[config.mk]
export PLATFORM = sky130hd
export DESIGN_NAME = serial_pattern_tx
export DESIGN_NICKNAME = d
export VERILOG_FILES = /design/src/rtl/serial_pattern_tx.sv
export SDC_FILE = /design/constraint.sdc
export NUM_CORES = 1
export LEC_CHECK = 0
export ABC_CLOCK_PERIOD_IN_PS = 2200
export BUFFER_PORTS_ARGS = -buffer_cell sky130_fd_sc_hd__buf_4
export CAP_MARGIN = 20
export CORE_ASPECT_RATIO = 2
export CORE_UTILIZATION = 45
export CTS_CLUSTER_DIAMETER = 150
export CTS_CLUSTER_SIZE = 30
export DETAILED_ROUTE_END_ITERATION = 10
export PLACE_DENSITY = 0.74
export SYNTH_ARGS = -nofsm -noshare
export SYNTH_HDL_FRONTEND = slang
export SYNTH_SLANG_ARGS = --single-unit
[constraint.sdc]
create_clock -name clk -period 2.2 [get_ports clk]
set_clock_uncertainty 0.15 [all_clocks]
set_input_delay 0 -clock clk [delete_from_list [all_inputs] [get_ports clk]]
set_output_delay 0 -clock clk [all_outputs]
set_load 0.05 [all_outputs]
[src/rtl/serial_pattern_tx.sv]
// serial_pattern_tx: shifts parallel words out MSB first on a registered
// serial line x (idle level 1) and tracks how many "010" patterns the
// downstream serial pattern detector will report.
// Optional build macro TX_PARITY_EN appends one even-parity bit per frame.
module serial_pattern_tx #(
    parameter int W   = 8,
    parameter int GAP = 1
) (
    input  logic         clk,
    input  logic         rst,
    input  logic [W-1:0] din,
    input  logic         din_valid,
    output logic         din_ready,
    output logic         x,
    output logic         x_valid,
    output logic         busy,
    output logic         done,
    output logic [9:0]   pat_count
);

    localparam int MAXC = (W > GAP) ? W : GAP;
    localparam int CW   = $clog2(MAXC + 1);
    localparam logic [CW-1:0] LAST_BIT = CW'(W - 1);
    localparam logic [CW-1:0] LAST_GAP = CW'((GAP > 0) ? GAP - 1 : 0);

`ifdef TX_PARITY_EN
    typedef enum logic [1:0] {ST_IDLE, ST_SHIFT, ST_PAR, ST_GAP} state_t;
`else
    typedef enum logic [1:0] {ST_IDLE, ST_SHIFT, ST_GAP} state_t;
`endif

    typedef enum logic [1:0] {S_IDLE, S_ZERO, S_ONE, S_STORE} trk_t;

    state_t        state, state_n;
    logic [CW-1:0] cnt, cnt_n;
    logic          x_n;
    logic          load;
    logic          frame_end;
    logic          hs;
    logic [W-2:0]  shreg;
    trk_t          trk, trk_n;
`ifdef TX_PARITY_EN
    logic          par;
`endif

    // Same next-state rules as the detector; S_STORE on 1 goes back to
    // S_IDLE, so overlapping "01010" is counted once.
    function automatic trk_t trk_next(input trk_t s, input logic b);
        case (s)
            S_IDLE:  trk_next = b ? S_IDLE : S_ZERO;
            S_ZERO:  trk_next = b ? S_ONE  : S_ZERO;
            S_ONE:   trk_next = b ? S_IDLE : S_STORE;
            S_STORE: trk_next = b ? S_IDLE : S_ZERO;
            default: trk_next = S_IDLE;
        endcase
    endfunction

    // Frame sequencing: frame_end marks a cycle in which a new word may be
    // accepted (idle, or the final cycle of the current frame).
    always_comb begin
        state_n   = state;
        cnt_n     = cnt;
        x_n       = x;
        load      = 1'b0;
        frame_end = 1'b0;
        case (state)
            ST_IDLE: frame_end = 1'b1;
            ST_SHIFT: begin
                if (cnt == LAST_BIT) begin
`ifdef TX_PARITY_EN
                    state_n = ST_PAR;
                    x_n     = par;
`else
                    if (GAP > 0) begin
                        state_n = ST_GAP;
                        cnt_n   = '0;
                        x_n     = 1'b1;
                    end else begin
                        frame_end = 1'b1;
                    end
`endif
                end else begin
                    cnt_n = cnt + CW'(1);
                    x_n   = shreg[W-2];
                end
            end
`ifdef TX_PARITY_EN
            ST_PAR: begin
                if (GAP > 0) begin
                    state_n = ST_GAP;
                    cnt_n   = '0;
                    x_n     = 1'b1;
                end else begin
                    frame_end = 1'b1;
                end
            end
`endif
            ST_GAP: begin
                if (cnt == LAST_GAP) frame_end = 1'b1;
                else                 cnt_n = cnt + CW'(1);
            end
            default: state_n = ST_IDLE;
        endcase

        din_ready = frame_end & ~rst;
        hs        = din_valid & din_ready;

        if (frame_end) begin
            cnt_n = '0;
            if (hs) begin
                state_n = ST_SHIFT;
                x_n     = din[W-1];
                load    = 1'b1;
            end else begin
                state_n = ST_IDLE;
                x_n     = 1'b1;
            end
        end
    end

    // Control state and the registered serial line.
    always_ff @(posedge clk) begin
        if (rst) begin
            state <= ST_IDLE;
            cnt   <= '0;
            x     <= 1'b1;
        end else begin
            state <= state_n;
            cnt   <= cnt_n;
            x     <= x_n;
        end
    end

    // Word shift register; the MSB goes straight to x at load time.
    always_ff @(posedge clk) begin
        if (load) begin
            shreg <= din[W-2:0];
`ifdef TX_PARITY_EN
            par   <= ^din;
`endif
        end else if (state == ST_SHIFT) begin
            shreg <= shreg << 1;
        end
    end

    assign trk_n = trk_next(trk, x);

    // Shadow tracker follows the line every cycle, idle 1s included.
    always_ff @(posedge clk) begin
        if (rst) begin
            trk       <= S_IDLE;
            pat_count <= '0;
        end else begin
            trk <= trk_n;
            if (trk_n == S_STORE) pat_count <= pat_count + 10'd1;
        end
    end

`ifdef TX_PARITY_EN
    assign x_valid = (state == ST_SHIFT) || (state == ST_PAR);
    assign done    = (state == ST_PAR);
`else
    assign x_valid = (state == ST_SHIFT);
    assign done    = (state == ST_SHIFT) && (cnt == LAST_BIT);
`endif
    assign busy = (state != ST_IDLE);

endmodule

==> reports/results.txt <==
The run finished with clean final reports. Clock tree root driver cell: clkbuf_8. The width of the chip was 39.0 um; the global-route usage over all layers was 0.197.

The worst setup path is of the reg2reg kind. The site row count was 26; the actual slew at the worst max-slew pin was 0.451 ns. The run gives 0 as the residual overflow from global routing. Traced cell by cell, the critical path runs through inv_2, ha_4, or4b_4, a21oi_4, nand2_4, nand2_1. The total inserted antenna cells is 0, and the data required time of the critical path is 2.01 ns. The worst hold-check slack was 0.337 ns; the number of setup violations in the final report was 0. The floorplan step defined a die boundary enclosing 2960 um^2. For this block, the initial DRC count from the detailed router was 16. In the final layout, flip-flops and latches occupy 593 um^2.

The max-slew headroom at the worst pin is 0.697. The run gives 0 as the number of DRC violations after detailed routing. The synthesized netlist contains 34 unique library cells. Buffers added to address setup during post-CTS repair amount to 0. Largest delay contributor family on the critical path: simple AND/OR/NAND/NOR gates.

The worst setup margin was 0.124 ns. Routed wire length: 2.60 mm. The run gives 1 as the H-tree depth reported by CTS. Prior to clock tree synthesis, the placed netlist has a worst setup slack of 0.111 ns.

Routability-driven placement finished with a final weighted congestion of 0.726. The average detailed-routed wire length per instance came out at 14.4 um. The count of port buffers added during placement came out at 25. Buffers inserted during clock tree synthesis total 3.

In the final layout, the multi-input gates occupy 627 um^2. The sequential fraction of design power came out at 0.554. The slowest cell on the critical path was or4b_4. The net switching share of the total power was 0.251; the internal power of the cells was 0.000724 W. Static timing analysis puts the maximum clock frequency at 482 MHz. The number of max-slew violations in the final report came out at 0. 26 I/O pins were placed. The flop and latch count out of synthesis is 26.

For this run, the detailed router's first-pass iteration total came to 4. STA puts the critical path data arrival time at 1.88 ns. The number of antenna violations at the first check in global routing was 0; the final antenna-violating net count was 0. The routed via count divided by cell count is 5.51. For the number of global-route vias before repair, the log shows 970. Total power divided by cell area: 597 nW/um^2. The run gives 0 ns as the final total negative setup slack. During synthesis, Yosys emitted a total of 0 warnings. The run gives 0.284 as the clock share of power. The tools report the net switching component of the power as 0.000242 W. The wire-length estimate of the detail-placed layout is 1.94 mm. The largest driver fanout on the critical path works out to 9.

The deepest clock path buffer count is 2. The min-delay analysis places its worst path in the category reg2reg. For the via count, the log shows 998.

VDD sags by at most 0.000470 V. Entering global routing, the biggest net connects 17 pins. The effective utilization at floorplan is 0.479, and the post-synthesis area per instance is 10.8 um^2. STA classifies the critical path startpoint as a flip-flop.

For the static leakage, the log shows 0.671 nW. For the post-layout utilization of the core, the log shows 0.630. Synthesized area: 1230 um^2. Relative to the synthesized area, the layout overhead comes to 31.4%. The net count of the mapped netlist came out at 130. Setup repair after global routing left no endpoint under its margin. The net count of the finished layout is 170. The fraction of layout cells with a size suffix above 1 is 0.307. TritonCTS built the clock tree.

In this design, the stage delay of the slowest critical-path cell is 0.48 ns. For this design, the sink count on the clock tree is 26. The combinational fraction of design power came out at 0.162. The clock-pin transition on the worst setup and hold timing paths was 0.09 ns.

The shortest period the worst path allows was 2.08 ns. The fill cell instance count of the final layout came out at 224. The first global-routing pass estimated 4.17 mm of wire. The cell count after synthesis came out at 114.

The kind of end point of the critical path is a flip-flop. The fraction of the cycle the final worst path needs is 0.943, and the register area share after synthesis is 0.480. Measured along the y axis, the die boundary spans 76.0 um. The tools report the number of hold-slack violations in the final timing report as 0.

Max-cap violations in this run came to 0. The count of buffer and inverter cells on the critical path was 1; the total core area was 2570 um^2. For the clock latency on the worst-skew pair, the log shows 0.27 ns.
## area by class of cell
cell class	instances	area share
multi-input cells	81	0.387
flip-flops and latches	26	0.367
repair buffers	36	0.183
clock buffers	3	0.0255
well taps	28	0.0217
inverters	6	0.0139
clock inverters	1	0.00232
## sequential cells by signal (all words and copies together) (netlist names)
| signal | count |
|---|---|
| state | 2 |
| cnt | 4 |
| pat_count | 10 |
| x | 1 |
| shreg | 7 |
| trk | 2 |
## cells by family (layout without fill, tap and decap cells)
| logic type | after synthesis | count (layout) | share of synthesized area |
|---|---|---|---|
| buf+inv | 7 | 46 | 0.0213 |
| compound gates | 13 | 13 | 0.0742 |
| simple gates | 44 | 44 | 0.204 |
| fa+ha+maj | 5 | 5 | 0.0508 |
| flops | 26 | 26 | 0.480 |
| mux | 10 | 10 | 0.106 |
| xor+xnor | 9 | 9 | 0.0640 |
## worst paths after layout
kind                             start                         to  slack [ns]  cells after the start
max                cnt[1]$_SDFFE_PP0P_         shreg[2]$_DFFE_PP_        0.12                      6
min          pat_count[9]$_SDFFE_PP0N_  pat_count[9]$_SDFFE_PP0N_        0.34                      2
max reg2reg        cnt[1]$_SDFFE_PP0P_         shreg[2]$_DFFE_PP_        0.12                      6
min reg2reg  pat_count[9]$_SDFFE_PP0N_  pat_count[9]$_SDFFE_PP0N_        0.34                      2
## cells in the mapped netlist, drive strengths merged
cell / instances / area (um^2)
dfxtp: 19 / 380
nor2: 13 / 48.8
edfxtp: 7 / 210
xor2: 7 / 61.3
inv: 6 / 22.5
mux2: 6 / 90.1
nand2: 6 / 30.0
a21oi: 5 / 36.3
ha: 5 / 62.6
mux2i: 4 / 40.0
o21ai: 4 / 20.0
nand2b: 3 / 18.8
nand3: 3 / 15.0
nand3b: 3 / 22.5
nand4: 3 / 18.8
nor3: 3 / 15.0
and4b: 2 / 20.0
o22a: 2 / 18.8
xnor2: 2 / 17.5
a21bo: 1 / 10.0
a31oi: 1 / 6.26
and3: 1 / 7.51
and4: 1 / 8.76
clkbuf: 1 / 3.75
nor2b: 1 / 6.26
nor3b: 1 / 7.51
nor4: 1 / 6.26
or2: 1 / 6.26
or3: 1 / 6.26
or4b: 1 / 13.8
## through the flow
| step | cells | total power (W) | cell area [um^2] |
|---|---|---|---|
| finish | 181 | 0.000966 | 1620 |
| global route | 181 | 0.00101 | 1620 |
| CTS | 181 | 0.000974 | 1620 |
| detailed placement | 167 | 0.000688 | 1470 |
| global placement | 167 | 0.000683 | 1470 |
| floorplan | 114 | 0.000642 | 1250 |
## per-layer routing
metal | vias up | GRT usage | wire, um | share of wire
met5 | - | 0 | 0 | 0
met2 | 28 | 0.352 | 1460 | 0.56
li1 | 481 | - | - | -
met3 | 6 | 0.0262 | 87 | 0.033
met1 | 483 | 0.208 | 972 | 0.37
met4 | 0 | 0.0862 | 73 | 0.028
## power groups by stage
stage	registers, W	clock network (W)	logic, W
after CTS	0.000536	0.000281	0.000157
after detailed placement	0.000545	0	0.000143
after global routing	0.000539	0.000299	0.000167
after global placement	0.000545	0	0.000137
final	0.000536	0.000274	0.000156
after floorplan	0.000544	0	0.0000979
## layout by cell type, fill, tap and decap left out, types with 2 or more instances in the layout
master	instances
buf_4	26
a21oi_1	4
mux2i_1	4
dfxtp_2	2
mux2_4	6
clkbuf_8	3
inv_1	4
nand2b_1	3
ha_1	4
xor2_1	7
dfxtp_1	17
edfxtp_1	7
nand3b_1	3
nand3_1	3
dlygate4sd3_1	10
nor3_1	3
xnor2_1	2
inv_2	2
nand4_1	3
nor2_1	13
o21ai_0	3
nand2_1	5
and4b_1	2
## tightest hold or removal path, stage by stage, from the launching register on
cell and delay [ns]:
dfxtp_1 0.32, o21ai_0 0.07, a21oi_1 0.06
## repair_timing
action / in CTS / in global routing
endpoints found under the hold margin: 22 / 0
hold buffers: 10 / 0
resized for setup: 0 / 0
endpoints found under the setup margin: 0 / 0
No activity file was read; power rests on OpenSTA's default activity.
